### config.mk
export PLATFORM = sky130hd
export DESIGN_NAME = mem_port_arbiter
export DESIGN_NICKNAME = d
export VERILOG_FILES = /design/src/rtl/mem_arb_pkg.sv /design/src/rtl/mem_port_arbiter.sv
export SDC_FILE = /design/constraint.sdc
export NUM_CORES = 1
export LEC_CHECK = 0
export BUFFER_PORTS_ARGS = -buffer_cell sky130_fd_sc_hd__buf_2
export CAP_MARGIN = 20
export CORE_ASPECT_RATIO = 0.6
export CORE_MARGIN = 2
export CORE_UTILIZATION = 45
export DETAILED_ROUTE_END_ITERATION = 10
export GPL_TIMING_DRIVEN = 0
export PLACE_DENSITY = 0.89
export SETUP_SLACK_MARGIN = 0.2
export SLEW_MARGIN = 25
export SYNTH_ARGS = -nofsm -noshare
export SYNTH_HDL_FRONTEND = slang
export SYNTH_SLANG_ARGS = --single-unit
export TNS_END_PERCENT = 30
### constraint.sdc
create_clock -name CLK -period 2.27 [get_ports CLK]
set_input_delay 0.227 -clock CLK [delete_from_list [all_inputs] [get_ports CLK]]
set_output_delay 0.227 -clock CLK [all_outputs]
set_load 0.1 [all_outputs]
### src/rtl/mem_arb_pkg.sv
// Shared definitions for the unified-memory port arbiter.
//   arbState_t : arbiter FSM states
//   grant_t    : which requester (instruction fetch or data stage) owns the port
//   DEFAULT_*  : default parameter values for mem_port_arbiter
package mem_arb_pkg;

  localparam int unsigned DEFAULT_DATA_W  = 32;
  localparam int unsigned DEFAULT_ADDR_W  = 32;
  localparam int unsigned DEFAULT_TIMEOUT = 16;

  typedef enum logic [1:0] {
    IDLE   = 2'd0,
    I_XFER = 2'd1,
    D_XFER = 2'd2,
    DONE   = 2'd3
  } arbState_t;

  typedef enum logic {
    GRANT_I = 1'b0,
    GRANT_D = 1'b1
  } grant_t;

endpackage : mem_arb_pkg

### src/rtl/mem_port_arbiter.sv
// Two-requester arbiter sharing one unified memory port between the
// instruction-fetch side (I_*) and the data stage (D_*).
//   CLK, RST             : clock, synchronous active-high reset
//   I_REQ/I_ADDR         : fetch request (held until I_DONE)
//   I_RDATA/I_DONE       : fetched word and one-cycle completion pulse
//   D_REQ/D_WE/D_ADDR/D_WDATA : data-stage load/store request
//   D_RDATA/D_DONE       : load result and one-cycle completion pulse
//   MEM_*                : unified memory request/response interface
//   ERR                  : one-cycle pulse when a transfer is abandoned on timeout
//   STALL_IF/STALL_MEM   : requester still waiting for its DONE
// A transfer takes grant -> XFER (one or more cycles) -> DONE. Contention
// alternates between the sides; the last grant is updated on DONE or timeout.
module mem_port_arbiter
  import mem_arb_pkg::*;
#(
  parameter int unsigned DATA_W  = DEFAULT_DATA_W,
  parameter int unsigned ADDR_W  = DEFAULT_ADDR_W,
  parameter int unsigned TIMEOUT = DEFAULT_TIMEOUT
) (
  input  logic              CLK,
  input  logic              RST,
  input  logic              I_REQ,
  input  logic [ADDR_W-1:0] I_ADDR,
  output logic [DATA_W-1:0] I_RDATA,
  output logic              I_DONE,
  input  logic              D_REQ,
  input  logic              D_WE,
  input  logic [ADDR_W-1:0] D_ADDR,
  input  logic [DATA_W-1:0] D_WDATA,
  output logic [DATA_W-1:0] D_RDATA,
  output logic              D_DONE,
  output logic              MEM_REQ,
  output logic              MEM_WE,
  output logic [ADDR_W-1:0] MEM_ADDR,
  output logic [DATA_W-1:0] MEM_WDATA,
  input  logic [DATA_W-1:0] MEM_RDATA,
  input  logic              MEM_ACK,
  output logic              ERR,
  output logic              STALL_IF,
  output logic              STALL_MEM
);

  localparam int unsigned CNT_W = (TIMEOUT < 2) ? 1 : $clog2(TIMEOUT + 1);
  // Count value during the last ackless XFER cycle before the timeout fires:
  // after that cycle the count would reach TIMEOUT.
  localparam logic [CNT_W-1:0] TO_LAST = (TIMEOUT == 0) ? '0 : CNT_W'(TIMEOUT - 1);

  arbState_t         state, stateNext;
  grant_t            lastGrant, lastGrantNext;
  grant_t            curGrant, curGrantNext;
  logic [ADDR_W-1:0] latchAddr;
  logic              latchWe;
  logic [DATA_W-1:0] latchWdata;
  logic [DATA_W-1:0] iRdata, dRdata;
  logic [CNT_W-1:0]  waitCnt;
  logic              errReg, errNext;
  logic              grantLoad, captureRd, cntInc;
  logic              inXfer, iBusy, dBusy;

  always_comb begin
    stateNext     = state;
    lastGrantNext = lastGrant;
    curGrantNext  = curGrant;
    grantLoad     = 1'b0;
    captureRd     = 1'b0;
    cntInc        = 1'b0;
    errNext       = 1'b0;
    case (state)
      IDLE: begin
        if (I_REQ || D_REQ) begin
          grantLoad = 1'b1;
          if (I_REQ && D_REQ)
            curGrantNext = (lastGrant == GRANT_I) ? GRANT_D : GRANT_I;
          else if (D_REQ)
            curGrantNext = GRANT_D;
          else
            curGrantNext = GRANT_I;
          stateNext = (curGrantNext == GRANT_D) ? D_XFER : I_XFER;
        end
      end
      I_XFER, D_XFER: begin
        // Ack is checked first so an ack on the final cycle beats the timeout.
        if (MEM_ACK) begin
          captureRd = 1'b1;
          stateNext = DONE;
        end else if ((TIMEOUT != 0) && (waitCnt == TO_LAST)) begin
          stateNext     = IDLE;
          lastGrantNext = curGrant;
          errNext       = 1'b1;
        end else begin
          cntInc = 1'b1;
        end
      end
      DONE: begin
        stateNext     = IDLE;
        lastGrantNext = curGrant;
      end
      default: stateNext = IDLE;
    endcase
  end

  always_ff @(posedge CLK) begin
    if (RST) begin
      state      <= IDLE;
      lastGrant  <= GRANT_I;
      curGrant   <= GRANT_I;
      latchAddr  <= '0;
      latchWe    <= 1'b0;
      latchWdata <= '0;
      iRdata     <= '0;
      dRdata     <= '0;
      waitCnt    <= '0;
      errReg     <= 1'b0;
    end else begin
      state     <= stateNext;
      lastGrant <= lastGrantNext;
      curGrant  <= curGrantNext;
      errReg    <= errNext;
      if (grantLoad) begin
        waitCnt <= '0;
        if (curGrantNext == GRANT_D) begin
          latchAddr  <= D_ADDR;
          latchWe    <= D_WE;
          latchWdata <= D_WDATA;
        end else begin
          latchAddr  <= I_ADDR;
          latchWe    <= 1'b0;
          latchWdata <= '0;
        end
      end else if (cntInc && (waitCnt != '1)) begin
        waitCnt <= waitCnt + 1'b1;
      end
      if (captureRd) begin
        if (curGrant == GRANT_I)
          iRdata <= MEM_RDATA;
        else if (!latchWe)
          dRdata <= MEM_RDATA;
      end
    end
  end

  assign inXfer    = (state == I_XFER) || (state == D_XFER);
  assign iBusy     = (state == I_XFER) || ((state == DONE) && (curGrant == GRANT_I));
  assign dBusy     = (state == D_XFER) || ((state == DONE) && (curGrant == GRANT_D));

  assign MEM_REQ   = inXfer;
  assign MEM_WE    = (state == D_XFER) && latchWe;
  assign MEM_ADDR  = latchAddr;
  assign MEM_WDATA = latchWdata;
  assign I_RDATA   = iRdata;
  assign D_RDATA   = dRdata;
  assign I_DONE    = (state == DONE) && (curGrant == GRANT_I);
  assign D_DONE    = (state == DONE) && (curGrant == GRANT_D);
  assign ERR       = errReg;
  assign STALL_IF  = (I_REQ || iBusy) && !I_DONE;
  assign STALL_MEM = (D_REQ || dBusy) && !D_DONE;

endmodule : mem_port_arbiter

==> impl_metrics.tcl <==
set metrics [dict create \
    drtIter0Drc 215 \
    drt-total-wl_mm 14.4 \
    worst_setup_path_start_kind "flip-flop" \
    synth_area_mm2 0.00510 \
    fillers 963 \
    holdWs_ns 0.0203 \
    portBuffers 267 \
    routed_via_density 4.91 \
    yosys_warnings 0 \
    vdd.ir_drop.worst_v 0.000921 \
    grt_usage_pct 23.3 \
    rows 30 \
    outcome "complete, no violations" \
    fmax_mhz 494 \
    power_density_mw_per_mm2 1700 \
    rsz0062_at_grt "true" \
    firstDrtPassIters 4 \
    finalSetupViolations 0 \
    fin_skew_ns 0.0161 \
    synth.net_count 706 \
    tightest_slew_ns 0.659 \
    maxCapViolCount 0 \
    cts_buffer_depth 2 \
    cts_hold_buf 0 \
    power.leakage_nw 3.49 \
    synth-edff-count 0 \
    synth-seq-area-share_pct 54.5 \
    place_ws_ns 0.178 \
    crit_arrival_ns 1.80 \
    fin_nets 992 \
    cts-root-buf "clkbuf_16" \
    hold_viol_final 0 \
    ys_ff_latch 139 \
    core_area_mm2 0.0112 \
    routedWlPerCell_um 14.3 \
    syn_to_final_growth_pct 41.2 \
    final_cells 1008 \
    criticalPathCategory "reg -> out" \
    dieWidth_um 141 \
    die_h_um 86.5 \
    drc_errors 0 \
    setup_ws_ns 0.246 \
    fin_tns_setup_ns 0 \
    numClockSinks 139 \
    drive_gt1_share_pct 38.2 \
    numCtsBuffers 17 \
    ys.flop_type "dfxtp_1" \
    start_util_pct 45.6 \
    num_antenna_cells 0 \
    place_area_mm2 0.00664 \
    hold_class "in -> reg" \
    grt_overflow 0 \
    first_global_vias 4571 \
    clkTransAtPathRegs_ns 0.06 \
    relSlewSlack_pct 56.1 \
    async_flop_share_pct 0 \
    vias 4950 \
    dp.cells 976 \
    path_max_fanout 8 \
    required_ns 2.04 \
    synthDistinctLibCells 31 \
    ant_nets 0 \
    post-route-period-util_pct 89.2 \
    fin_crit_ns 2.02 \
    ioPinCount 269 \
    antenna_found_initial 0 \
    clock_latency_ns 0.41 \
    place_hpwl_mm 11.2 \
    die_area_mm2 0.0122 \
    grt_start_max_net_pins 17 \
    finalCoreUtilization_pct 64.4 \
    synthCells 565 \
    gp_congestion 0.866 \
    design_area_mm2 0.00720 \
    report.power.total_mw 12.3 \
    cts_tree "yes" \
    endpoint_kind "output pin" \
    grt_pass1_wl_mm 22.3 \
    cts.htree.levels 4 \
    syn-mean-instance-area_um2 9.03 \
    postCtsSetupRepairBufs 0 \
    drv_slew 0 \
]
-- power breakdown --
part / internal [mW] / leakage [nW] / switching, mW
clock: 1.46 / 0.255 / 1.05
combinational: 1.23 / 2.10 / 5.26
sequential: 2.98 / 1.13 / 0.279
total: 5.67 / 3.49 / 6.60
-- area by class of cell --
cell class,count,area [µm²],area share [%]
Buffer,38,193,2.68
Clock buffer,20,457,6.34
Clock inverter,12,91.3,1.27
Inverter,5,18.8,0.261
Multi-Input combinational cell,383,2140,29.8
Sequential cell,139,2780,38.6
Tap cell,144,180,2.50
Timing Repair Buffer,267,1340,18.6
-- final timing paths --
| kind | startpoint | end | slack, ns | cells past startpoint |
|---|---|---|---|---|
| setup / recovery | curGrant | D_DONE | 0.25 | 3 |
| hold reg to reg | MEM_ADDR[14] | MEM_ADDR[14] | 0.45 | 2 |
| hold / removal | D_WDATA[23] | MEM_WDATA[23] | 0.02 | 2 |
| setup reg to reg | state[1] | D_RDATA[2] | 0.30 | 7 |
-- timing repair --
action	4_1_cts	5_1_grt
cloned	0	0
gates resized for setup	1	6
endpoints found under the hold margin	0	0
setup endpoints to repair	4	60
-- critical path: stages, from the launching register on --
cell	delay [ns]
dfxtp_1	0.30
clkbuf_1	0.37
and2_1	0.27
buf_2	0.46
-- logic make-up (layout without fill, tap and decap cells) --
group | count (synthesis) | count (layout) | share of synthesized area (%)
and+or+nand+nor | 200 | 200 | 15.8
AOI/OAI and AO/OA | 140 | 140 | 16.8
DFF | 139 | 139 | 54.5
buffers and inverters | 43 | 342 | 4.07
muxes | 33 | 33 | 6.47
adders and majority gates | 7 | 7 | 1.72
xor gates and xnor gates | 3 | 3 | 0.515
-- Yosys cell counts, drive strengths merged (2+ instances only) --
master	number	share of area (%)
xor2	3	0.52
nand2	166	12
a22o	33	5.7
nor2	16	1.2
ha	7	1.7
or2	2	0.25
clkbuf	19	1.4
and2	2	0.25
mux2i	33	6.5
nor3b	4	0.78
dfxtp	139	55
buf	19	2.3
a211oi	2	0.29
a21oi	68	6.7
nand3	5	0.49
o21ai	33	3.2
inv	5	0.37
-- sequential cells by signal, indices dropped and copies added (netlist names) --
name	flops
lastGrant	1
waitCnt	5
ERR	1
MEM_WDATA	32
state	2
latchWe	1
curGrant	1
D_RDATA	32
I_RDATA	32
MEM_ADDR	32
-- placed cells by master (no fill, tap or decap), drive strengths merged --
master	n
a211oi	2
a21o	1
a21oi	68
a22o	33
a31oi	1
a32oi	1
and2	2
and3	1
buf	286
clkbuf	39
clkinv	4
clkinvlp	5
dfxtp	139
ha	7
inv	8
mux2i	33
nand2	166
nand2b	1
nand3	5
nand3b	1
nand4	1
nand4b	1
nor2	16
nor3b	4
o21ai	33
o32ai	1
or2	2
xor2	3
-- routing by layer --
metal	wire [µm]	vias to the layer above	track usage, %
met1	6300	2248	28.4
met2	6950	187	39.9
met3	860	30	5.08
met4	329	0	10.5
met5	0	-	0
li1	-	2485	-
No activity file was read; power rests on OpenSTA's default activity.
